`src/rtl/seven_segment_pkg.sv`:
```
// Shared types and helpers for the multiplexed seven-segment scanner.
// Segment vectors are {g,f,e,d,c,b,a}, active-low.
package seven_segment_pkg;

  localparam logic [6:0] SEG_BLANK = 7'h7F;

  typedef struct packed {
    logic [3:0] nibble;
    logic       dp;
    logic       blank;
    logic       blink;
  } digit_ctrl_t;

  localparam digit_ctrl_t DIGIT_RESET = '{
    nibble: 4'h0,
    dp:     1'b0,
    blank:  1'b1,
    blink:  1'b0
  };

  function automatic int width_of(input int n);
    return (n > 1) ? $clog2(n) : 1;
  endfunction

  function automatic logic [6:0] enc7(input logic [3:0] nib);
    logic [6:0] s;
    unique case (nib)
      4'h0: s = 7'b1000000;
      4'h1: s = 7'b1111001;
      4'h2: s = 7'b0100100;
      4'h3: s = 7'b0110000;
      4'h4: s = 7'b0011001;
      4'h5: s = 7'b0010010;
      4'h6: s = 7'b0000010;
      4'h7: s = 7'b1111000;
      4'h8: s = 7'b0000000;
      4'h9: s = 7'b0010000;
      4'hA: s = 7'b0001000;
      4'hB: s = 7'b0000011;
      4'hC: s = 7'b1000110;
      4'hD: s = 7'b0100001;
      4'hE: s = 7'b0000110;
      4'hF: s = 7'b0001110;
    endcase
    return s;
  endfunction

endpackage

```
`src/rtl/seven_segment_scanner_if.sv`:
```
// Display content in from the CPU side, pin-level drive out to the board.
// master = content producer, slave = scanner.
interface seven_segment_scanner_if #(
  parameter int NUM_DIGITS = 4,
  parameter int BRIGHT_W   = 4
);

  logic [4*NUM_DIGITS-1:0] digits;
  logic [NUM_DIGITS-1:0]   dp;
  logic [NUM_DIGITS-1:0]   blank;
  logic [NUM_DIGITS-1:0]   blink;
  logic                    lz_suppress;
  logic [BRIGHT_W-1:0]     brightness;
  logic [6:0]              seg;
  logic                    dp_n;
  logic [NUM_DIGITS-1:0]   an;
  logic                    frame_start;

  modport master (
    output digits, dp, blank, blink,
    output lz_suppress, brightness,
    input  seg, dp_n, an, frame_start
  );

  modport slave (
    input  digits, dp, blank, blink,
    input  lz_suppress, brightness,
    output seg, dp_n, an, frame_start
  );

endinterface

```
`src/rtl/seven_segment_timebase.sv`:
```
// Slot counter, digit index, PWM phase, blink phase and frame strobe.
// Next-state values are exported so the anode register lines up with cnt.
module seven_segment_timebase
  import seven_segment_pkg::*;
#(
  parameter  int TICK_CYCLES = 16,
  parameter  int NUM_DIGITS  = 4,
  parameter  int BRIGHT_W    = 2,
  parameter  int BLINK_HALF  = 160,
  localparam int CNT_W       = width_of(TICK_CYCLES),
  localparam int IDX_W       = width_of(NUM_DIGITS)
) (
  input  logic                clk,
  input  logic                reset,
  output logic [CNT_W-1:0]    cnt_nxt,
  output logic [IDX_W-1:0]    idx,
  output logic [IDX_W-1:0]    idx_nxt,
  output logic [BRIGHT_W-1:0] p_nxt,
  output logic                snap_en,
  output logic                blink_phase,
  output logic                frame_start
);

  localparam int STEP = TICK_CYCLES >> BRIGHT_W;
  localparam int SUB_W = width_of(STEP);
  localparam int BL_W = width_of(BLINK_HALF);

  localparam logic [CNT_W-1:0] CNT_MAX =
    CNT_W'(TICK_CYCLES - 1);
  localparam logic [IDX_W-1:0] IDX_MAX =
    IDX_W'(NUM_DIGITS - 1);
  localparam logic [SUB_W-1:0] SUB_MAX =
    SUB_W'(STEP - 1);
  localparam logic [BL_W-1:0] BL_MAX =
    BL_W'(BLINK_HALF - 1);

  logic [CNT_W-1:0]    cnt;
  logic [SUB_W-1:0]    sub;
  logic [SUB_W-1:0]    sub_nxt;
  logic [BRIGHT_W-1:0] p;
  logic [BL_W-1:0]     bcnt;
  logic [BL_W-1:0]     bcnt_nxt;
  logic                cnt_wrap;
  logic                sub_wrap;
  logic                bl_wrap;

  // p tracks cnt / STEP with a sub-counter instead of a divider
  always_comb begin
    cnt_wrap = (cnt == CNT_MAX);
    sub_wrap = (sub == SUB_MAX);
    bl_wrap  = (bcnt == BL_MAX);
    cnt_nxt  = cnt_wrap ? '0 : cnt + 1'b1;
    idx_nxt  = idx;
    if (cnt_wrap)
      idx_nxt = (idx == IDX_MAX) ? '0 : idx + 1'b1;
    sub_nxt = (cnt_wrap || sub_wrap) ? '0 : sub + 1'b1;
    p_nxt = p;
    if (cnt_wrap)
      p_nxt = '0;
    else if (sub_wrap)
      p_nxt = p + 1'b1;
    bcnt_nxt = bl_wrap ? '0 : bcnt + 1'b1;
    snap_en  = (cnt == '0) && (idx == '0);
  end

  always_ff @(posedge clk or posedge reset) begin
    if (reset) begin
      cnt         <= '0;
      idx         <= '0;
      sub         <= '0;
      p           <= '0;
      bcnt        <= '0;
      blink_phase <= 1'b0;
      frame_start <= 1'b0;
    end else begin
      cnt         <= cnt_nxt;
      idx         <= idx_nxt;
      sub         <= sub_nxt;
      p           <= p_nxt;
      bcnt        <= bcnt_nxt;
      blink_phase <= blink_phase ^ bl_wrap;
      frame_start <= snap_en;
    end
  end

endmodule

```
`src/rtl/seven_segment_scanner.sv`:
```
// Multiplexed common-anode seven-segment scanner with per-frame snapshot,
// leading-zero suppression, blink and PWM brightness.
module seven_segment_scanner
  import seven_segment_pkg::*;
#(
  parameter int CLK_FREQ_HZ   = 100_000_000,
  parameter int DIGIT_RATE_HZ = 1000,
  parameter int NUM_DIGITS    = 4,
  parameter int BRIGHT_W      = 4,
  parameter int BLINK_HZ      = 2
) (
  input logic clk,
  input logic reset,
  seven_segment_scanner_if.slave bus
);

  localparam int TICK_CYCLES = CLK_FREQ_HZ / DIGIT_RATE_HZ;
  localparam int BLINK_HALF = CLK_FREQ_HZ / (2 * BLINK_HZ);
  localparam int CNT_W = width_of(TICK_CYCLES);
  localparam int IDX_W = width_of(NUM_DIGITS);

  if (TICK_CYCLES == 0 ||
      TICK_CYCLES % (1 << BRIGHT_W) != 0) begin : g_bad_tick
    $error("TICK_CYCLES must be a nonzero multiple of 2**BRIGHT_W");
  end

  if (NUM_DIGITS < 1 || NUM_DIGITS > 8) begin : g_bad_digits
    $error("NUM_DIGITS must be in 1..8");
  end

  if (BLINK_HALF < 1) begin : g_bad_blink
    $error("BLINK_HZ too high for CLK_FREQ_HZ");
  end

  logic [CNT_W-1:0]    cnt_nxt;
  logic [IDX_W-1:0]    idx;
  logic [IDX_W-1:0]    idx_nxt;
  logic [BRIGHT_W-1:0] p_nxt;
  logic                snap_en;
  logic                blink_phase;
  logic                frame_start;

  seven_segment_timebase #(
    .TICK_CYCLES (TICK_CYCLES),
    .NUM_DIGITS  (NUM_DIGITS),
    .BRIGHT_W    (BRIGHT_W),
    .BLINK_HALF  (BLINK_HALF)
  ) u_timebase (
    .clk         (clk),
    .reset       (reset),
    .cnt_nxt     (cnt_nxt),
    .idx         (idx),
    .idx_nxt     (idx_nxt),
    .p_nxt       (p_nxt),
    .snap_en     (snap_en),
    .blink_phase (blink_phase),
    .frame_start (frame_start)
  );

  digit_ctrl_t [NUM_DIGITS-1:0] live;
  digit_ctrl_t [NUM_DIGITS-1:0] snap_q;
  digit_ctrl_t [NUM_DIGITS-1:0] snap_d;
  logic                         lz_q;
  logic                         lz_d;
  logic [NUM_DIGITS-1:0]        sup;
  logic                         lead;
  digit_ctrl_t                  cur;
  logic                         dark;
  logic [6:0]                   seg_d;
  logic                         dp_n_d;
  logic [NUM_DIGITS-1:0]        an_d;
  logic [6:0]                   seg_q;
  logic                         dp_n_q;
  logic [NUM_DIGITS-1:0]        an_q;

  // The frame's first digit must already see the fresh capture
  always_comb begin
    for (int i = 0; i < NUM_DIGITS; i++) begin
      live[i] = '{
        nibble: bus.digits[4*i +: 4],
        dp:     bus.dp[i],
        blank:  bus.blank[i],
        blink:  bus.blink[i]
      };
    end
    snap_d = snap_en ? live : snap_q;
    lz_d   = snap_en ? bus.lz_suppress : lz_q;
  end

  always_comb begin
    sup  = '0;
    lead = lz_d;
    for (int i = NUM_DIGITS - 1; i > 0; i--) begin
      if (lead && snap_d[i].nibble == 4'h0 && !snap_d[i].dp)
        sup[i] = 1'b1;
      else
        lead = 1'b0;
    end
  end

  // seg follows idx; an follows next cnt so it is dark at cnt == 0
  always_comb begin
    cur    = snap_d[idx];
    dark   = cur.blank | sup[idx] | (cur.blink & blink_phase);
    seg_d  = dark ? SEG_BLANK : enc7(cur.nibble);
    dp_n_d = dark | ~cur.dp;
    an_d   = '1;
    if (cnt_nxt != '0 && p_nxt < bus.brightness)
      an_d[idx_nxt] = 1'b0;
  end

  always_ff @(posedge clk or posedge reset) begin
    if (reset) begin
      snap_q <= {NUM_DIGITS{DIGIT_RESET}};
      lz_q   <= 1'b0;
      seg_q  <= SEG_BLANK;
      dp_n_q <= 1'b1;
      an_q   <= '1;
    end else begin
      snap_q <= snap_d;
      lz_q   <= lz_d;
      seg_q  <= seg_d;
      dp_n_q <= dp_n_d;
      an_q   <= an_d;
    end
  end

  assign bus.seg         = seg_q;
  assign bus.dp_n        = dp_n_q;
  assign bus.an          = an_q;
  assign bus.frame_start = frame_start;

endmodule

```
`src/flat_wrapper.sv`:
```
// flat-port wrapper written by rule: the top's interface ports become plain ports
module seven_segment_scanner_flat import seven_segment_pkg::*;
#(
  parameter int CLK_FREQ_HZ   = 100_000_000,
  parameter int DIGIT_RATE_HZ = 1000,
  parameter int NUM_DIGITS    = 4,
  parameter int BRIGHT_W      = 4,
  parameter int BLINK_HZ      = 2
)
  (clk, reset, bus_digits, bus_dp, bus_blank, bus_blink, bus_lz_suppress, bus_brightness, bus_seg, bus_dp_n, bus_an, bus_frame_start);
  seven_segment_scanner_if #(.NUM_DIGITS(NUM_DIGITS), .BRIGHT_W(BRIGHT_W)) bus_i ();
  input logic clk;
  input logic reset;
  input wire logic [$bits(bus_i.digits)-1:0] bus_digits;
  input wire logic [$bits(bus_i.dp)-1:0] bus_dp;
  input wire logic [$bits(bus_i.blank)-1:0] bus_blank;
  input wire logic [$bits(bus_i.blink)-1:0] bus_blink;
  input wire logic [$bits(bus_i.lz_suppress)-1:0] bus_lz_suppress;
  input wire logic [$bits(bus_i.brightness)-1:0] bus_brightness;
  output wire logic [$bits(bus_i.seg)-1:0] bus_seg;
  output wire logic [$bits(bus_i.dp_n)-1:0] bus_dp_n;
  output wire logic [$bits(bus_i.an)-1:0] bus_an;
  output wire logic [$bits(bus_i.frame_start)-1:0] bus_frame_start;
  assign bus_i.digits = bus_digits;
  assign bus_i.dp = bus_dp;
  assign bus_i.blank = bus_blank;
  assign bus_i.blink = bus_blink;
  assign bus_i.lz_suppress = bus_lz_suppress;
  assign bus_i.brightness = bus_brightness;
  assign bus_seg = bus_i.seg;
  assign bus_dp_n = bus_i.dp_n;
  assign bus_an = bus_i.an;
  assign bus_frame_start = bus_i.frame_start;
  seven_segment_scanner #(.CLK_FREQ_HZ(CLK_FREQ_HZ), .DIGIT_RATE_HZ(DIGIT_RATE_HZ), .NUM_DIGITS(NUM_DIGITS), .BRIGHT_W(BRIGHT_W), .BLINK_HZ(BLINK_HZ)) u_core (.clk(clk), .reset(reset), .bus(bus_i));
endmodule
```
`config.mk`:
```
export PLATFORM = sky130hd
export DESIGN_NAME = seven_segment_scanner_flat
export DESIGN_NICKNAME = d
export VERILOG_FILES = /design/src/rtl/seven_segment_pkg.sv /design/src/rtl/seven_segment_scanner_if.sv /design/src/rtl/seven_segment_timebase.sv /design/src/rtl/seven_segment_scanner.sv /design/src/flat_wrapper.sv
export SDC_FILE = /design/constraint.sdc
export NUM_CORES = 1
export LEC_CHECK = 0
export ABC_AREA = 1
export ABC_CLOCK_PERIOD_IN_PS = 3800
export CORE_MARGIN = 10
export CORE_UTILIZATION = 55
export CTS_CLUSTER_SIZE = 16
export DETAILED_ROUTE_END_ITERATION = 6
export GPL_TIMING_DRIVEN = 0
export HOLD_SLACK_MARGIN = 0.08
export PLACE_DENSITY_LB_ADDON = 0.12
export SLEW_MARGIN = 15
export SYNTH_ARGS = -nofsm -noshare
export SYNTH_HDL_FRONTEND = slang
export SYNTH_SLANG_ARGS = --single-unit
```
`constraint.sdc`:
```
create_clock -name clk -period 3.8 [get_ports clk]
set_input_delay 0.76 -clock clk [delete_from_list [all_inputs] [get_ports clk]]
set_output_delay 0.76 -clock clk [all_outputs]
set_load 0.05 [all_outputs]
```
==> metrics.txt <==
WL final 12.4 mm; clk_skew 6.02 ps; I/O pin cnt 48; Seq/Total Area, Yosys 46.2%; total CTS buffers 9; Synth-to-Final Area Change 15.0%; Layout Nets 840; CTS tree built; Max-cap violations 0; Switch Pwr 469 uW; # fillers 878; P per Cell Area 303 nW/um^2; post-cts sizing count 0; All-Layer GR Usage 17.4%; initial detailed-routing violation count 353; Die Footprint 14800 sq um; Yosys reg bits 104; Logic pwr share 8.3%; Die Ht 122 microns; global route total overflow 0; Startpoint Class flop; CP Capture Type flop; Initial Util 55.7%; Worst-Margin Slew 663 ps; Cells after DPL 913; initial antenna violation count 0; Slew headroom 55.4%; Switching Share 23.8%; port buffer count 47; ANT cells 0; drt drc 0; # setup viols final 0; Synth Net Count 781; Clock Sinks 104; YS warnings 0; post-CTS setup buffer count 0; most common cell after layout, fill and taps aside nand2_1; Clock transition at path regs 90 ps; Site Rows 37; setup TNS 0 ps; fraction of registers with async set/reset 100%; leakage power 0.00331 uW; Placer Congestion 0.887; CORE AREA 10200 sq um; hold-fix buffers at CTS 0; clock buffer depth 2; Post-Synthesis Cells 729; period utilization 83.8%; worst min path class flop to flop; RSZ-0062 raised after global routing false; final instance count without filler cells 929; Post-DRT Antenna Nets 0; H-tree Lvls 3; number of synthesized flops with an enable pin 0; synthesized area per cell 7.78 sq um; Critical Path RT 4100 ps; sequential share of power 57.8%; multi-input logic area 2530 sq um; Most used DFF post-synth dfrtp_1; Vias 4793; commonest non-fill, non-tap cells in the layout nand2_1, inv_1, dfrtp_1, nor2_1, nand3_1; clock network power share 33.9%; Period minus WS final 3190 ps; vias in the first global route 4585; layout cells sized above 1 8.95%; Max Slew Vio Count 0; first-pass GRT wire length 21.1 mm; Hold Vio Cnt, Final 0; critical path arrival 3480 ps; Die Span X 122 microns; largest net degree at the start of global routing 84; Root Buffer clkbuf_8; Internal 1500 uW; fin util 64.1%; Max Fclk 314 MHz; WL/cell 13.3 microns; Synth cell types 38; Post-Syn Area 5670 sq um; Clock Latency Late Sink 380 ps; crit-path max FO 10; Crit Path Class flop to flop; Worst VDD drop 0.231 mV; HPWL after DPL 9.37 mm; FF+latch area 2620 sq um; DR pass1 iterations 5; Vias/cell 5.16; status finished, final reports clean
critical path: stages (launching register included):
cell,delay [ps]
dfrtp_1,430
inv_1,80
clkbuf_1,400
ha_1,280
nand2_1,100
nor2_4,180
nand3_2,110
buf_6,160
buf_6,140
o211ai_1,160
nand3_1,100
nand2_1,190
inv_1,120
ha_1,240
inv_1,110
nand3_1,110
nand3_1,110
nand4_1,90
flip-flops by register name, summed over array words and instances, names as in the netlist:
name,cells
u_core.bus.an,4
u_core.bus.dp_n,1
u_core.bus.seg,7
u_core.lz_q,1
u_core.snap_q,28
u_core.u_timebase.bcnt,25
u_core.u_timebase.blink_phase,1
u_core.u_timebase.cnt,17
u_core.u_timebase.frame_start,1
u_core.u_timebase.idx,2
u_core.u_timebase.p,4
u_core.u_timebase.sub,13
power groups by stage:
stage                     sequential, uW  combinational [uW]  clock (uW)
after global placement              1160                 159           0
after floorplan                     1190                68.8           0
after CTS                           1140                 166         695
after global routing                1140                 182         735
final                               1140                 164         669
after detailed placement            1160                 165           0
cells by family after synthesis:
| group | synth area share [%] |
|---|---|
| and+or+nand+nor | 33.4 |
| buffers and inverters | 9.09 |
| DFF | 46.2 |
| AOI/OAI and AO/OA | 5.49 |
| adders and majority gates | 3.75 |
| xor gates and xnor gates | 2.01 |
final cells by class:
| class | count | area share, % |
|---|---|---|
| well taps | 136 | 2.61 |
| plain buffers | 9 | 0.863 |
| inverters | 122 | 7.12 |
| flip-flops and latches | 104 | 40.2 |
| repair buffers | 48 | 7.63 |
| clock buffers | 12 | 2.07 |
| clock inverters | 4 | 0.690 |
| multi-input cells | 494 | 38.8 |
stage by stage:
stage	total power, uW	setup WS, ps	hold WS (ps)	cell area [sq um]
after floorplan	1250	334	433	5670
after global placement	1320	-1150	446	6310
after detailed placement	1330	639	457	6340
after CTS	2000	606	470	6520
after global routing	2060	303	494	6520
final	1970	615	469	6520
cell usage after synthesis (2+ instances only):
master / count / area, sq um
nand2_2: 5 / 31.3
nand3_2: 4 / 40.0
o21ai_1: 5 / 25.0
xor2_1: 12 / 105
nand2_1: 170 / 638
o211ai_1: 3 / 22.5
and2_1: 5 / 31.3
a211oi_1: 3 / 22.5
nor3_1: 19 / 95.1
nor4_1: 5 / 31.3
inv_2: 8 / 30.0
nand3_1: 61 / 305
ha_1: 17 / 213
nor2_4: 4 / 45.0
nor2_2: 5 / 31.3
nor3_2: 2 / 20.0
buf_2: 6 / 30.0
buf_6: 2 / 22.5
dfstp_2: 16 / 420
o21bai_1: 2 / 15.0
nand3b_1: 7 / 52.6
inv_1: 111 / 417
nor2_1: 84 / 315
a21oi_1: 17 / 85.1
o21ai_0: 17 / 85.1
clkinv_1: 2 / 7.51
o21a_1: 3 / 22.5
nand4_1: 37 / 231
dfrtp_1: 88 / 2200
routing by layer:
metal  GRT usage [%]  vias to the layer above  wire, microns
met5               0                        -              0
met4            7.75                        0            264
met3            3.38                       18            750
met2            27.7                      151           5660
met1            22.6                     2181           5690
li1                -                     2443              -
final timing paths:
kind / cells after the start / slack, ps / start / endpoint
setup / recovery: 17 / 610 / u_core.u_timebase.idx[1]$_DFF_PP0_ / u_core.bus.seg[0]$_DFF_PP1_
hold / removal: 1 / 470 / u_core.u_timebase.bcnt[0]$_DFF_PP0_ / u_core.u_timebase.bcnt[0]$_DFF_PP0_
setup reg to reg: 17 / 610 / u_core.u_timebase.idx[1]$_DFF_PP0_ / u_core.bus.seg[0]$_DFF_PP1_
hold reg to reg: 1 / 470 / u_core.u_timebase.bcnt[0]$_DFF_PP0_ / u_core.u_timebase.bcnt[0]$_DFF_PP0_
max in group asynchronous: 3 / 2420 / reset / u_core.snap_q[15]$_DFF_PP1_
min in group asynchronous: 2 / 680 / reset / u_core.u_timebase.cnt[0]$_DFF_PP0_
No activity file was read; power rests on OpenSTA's default activity.
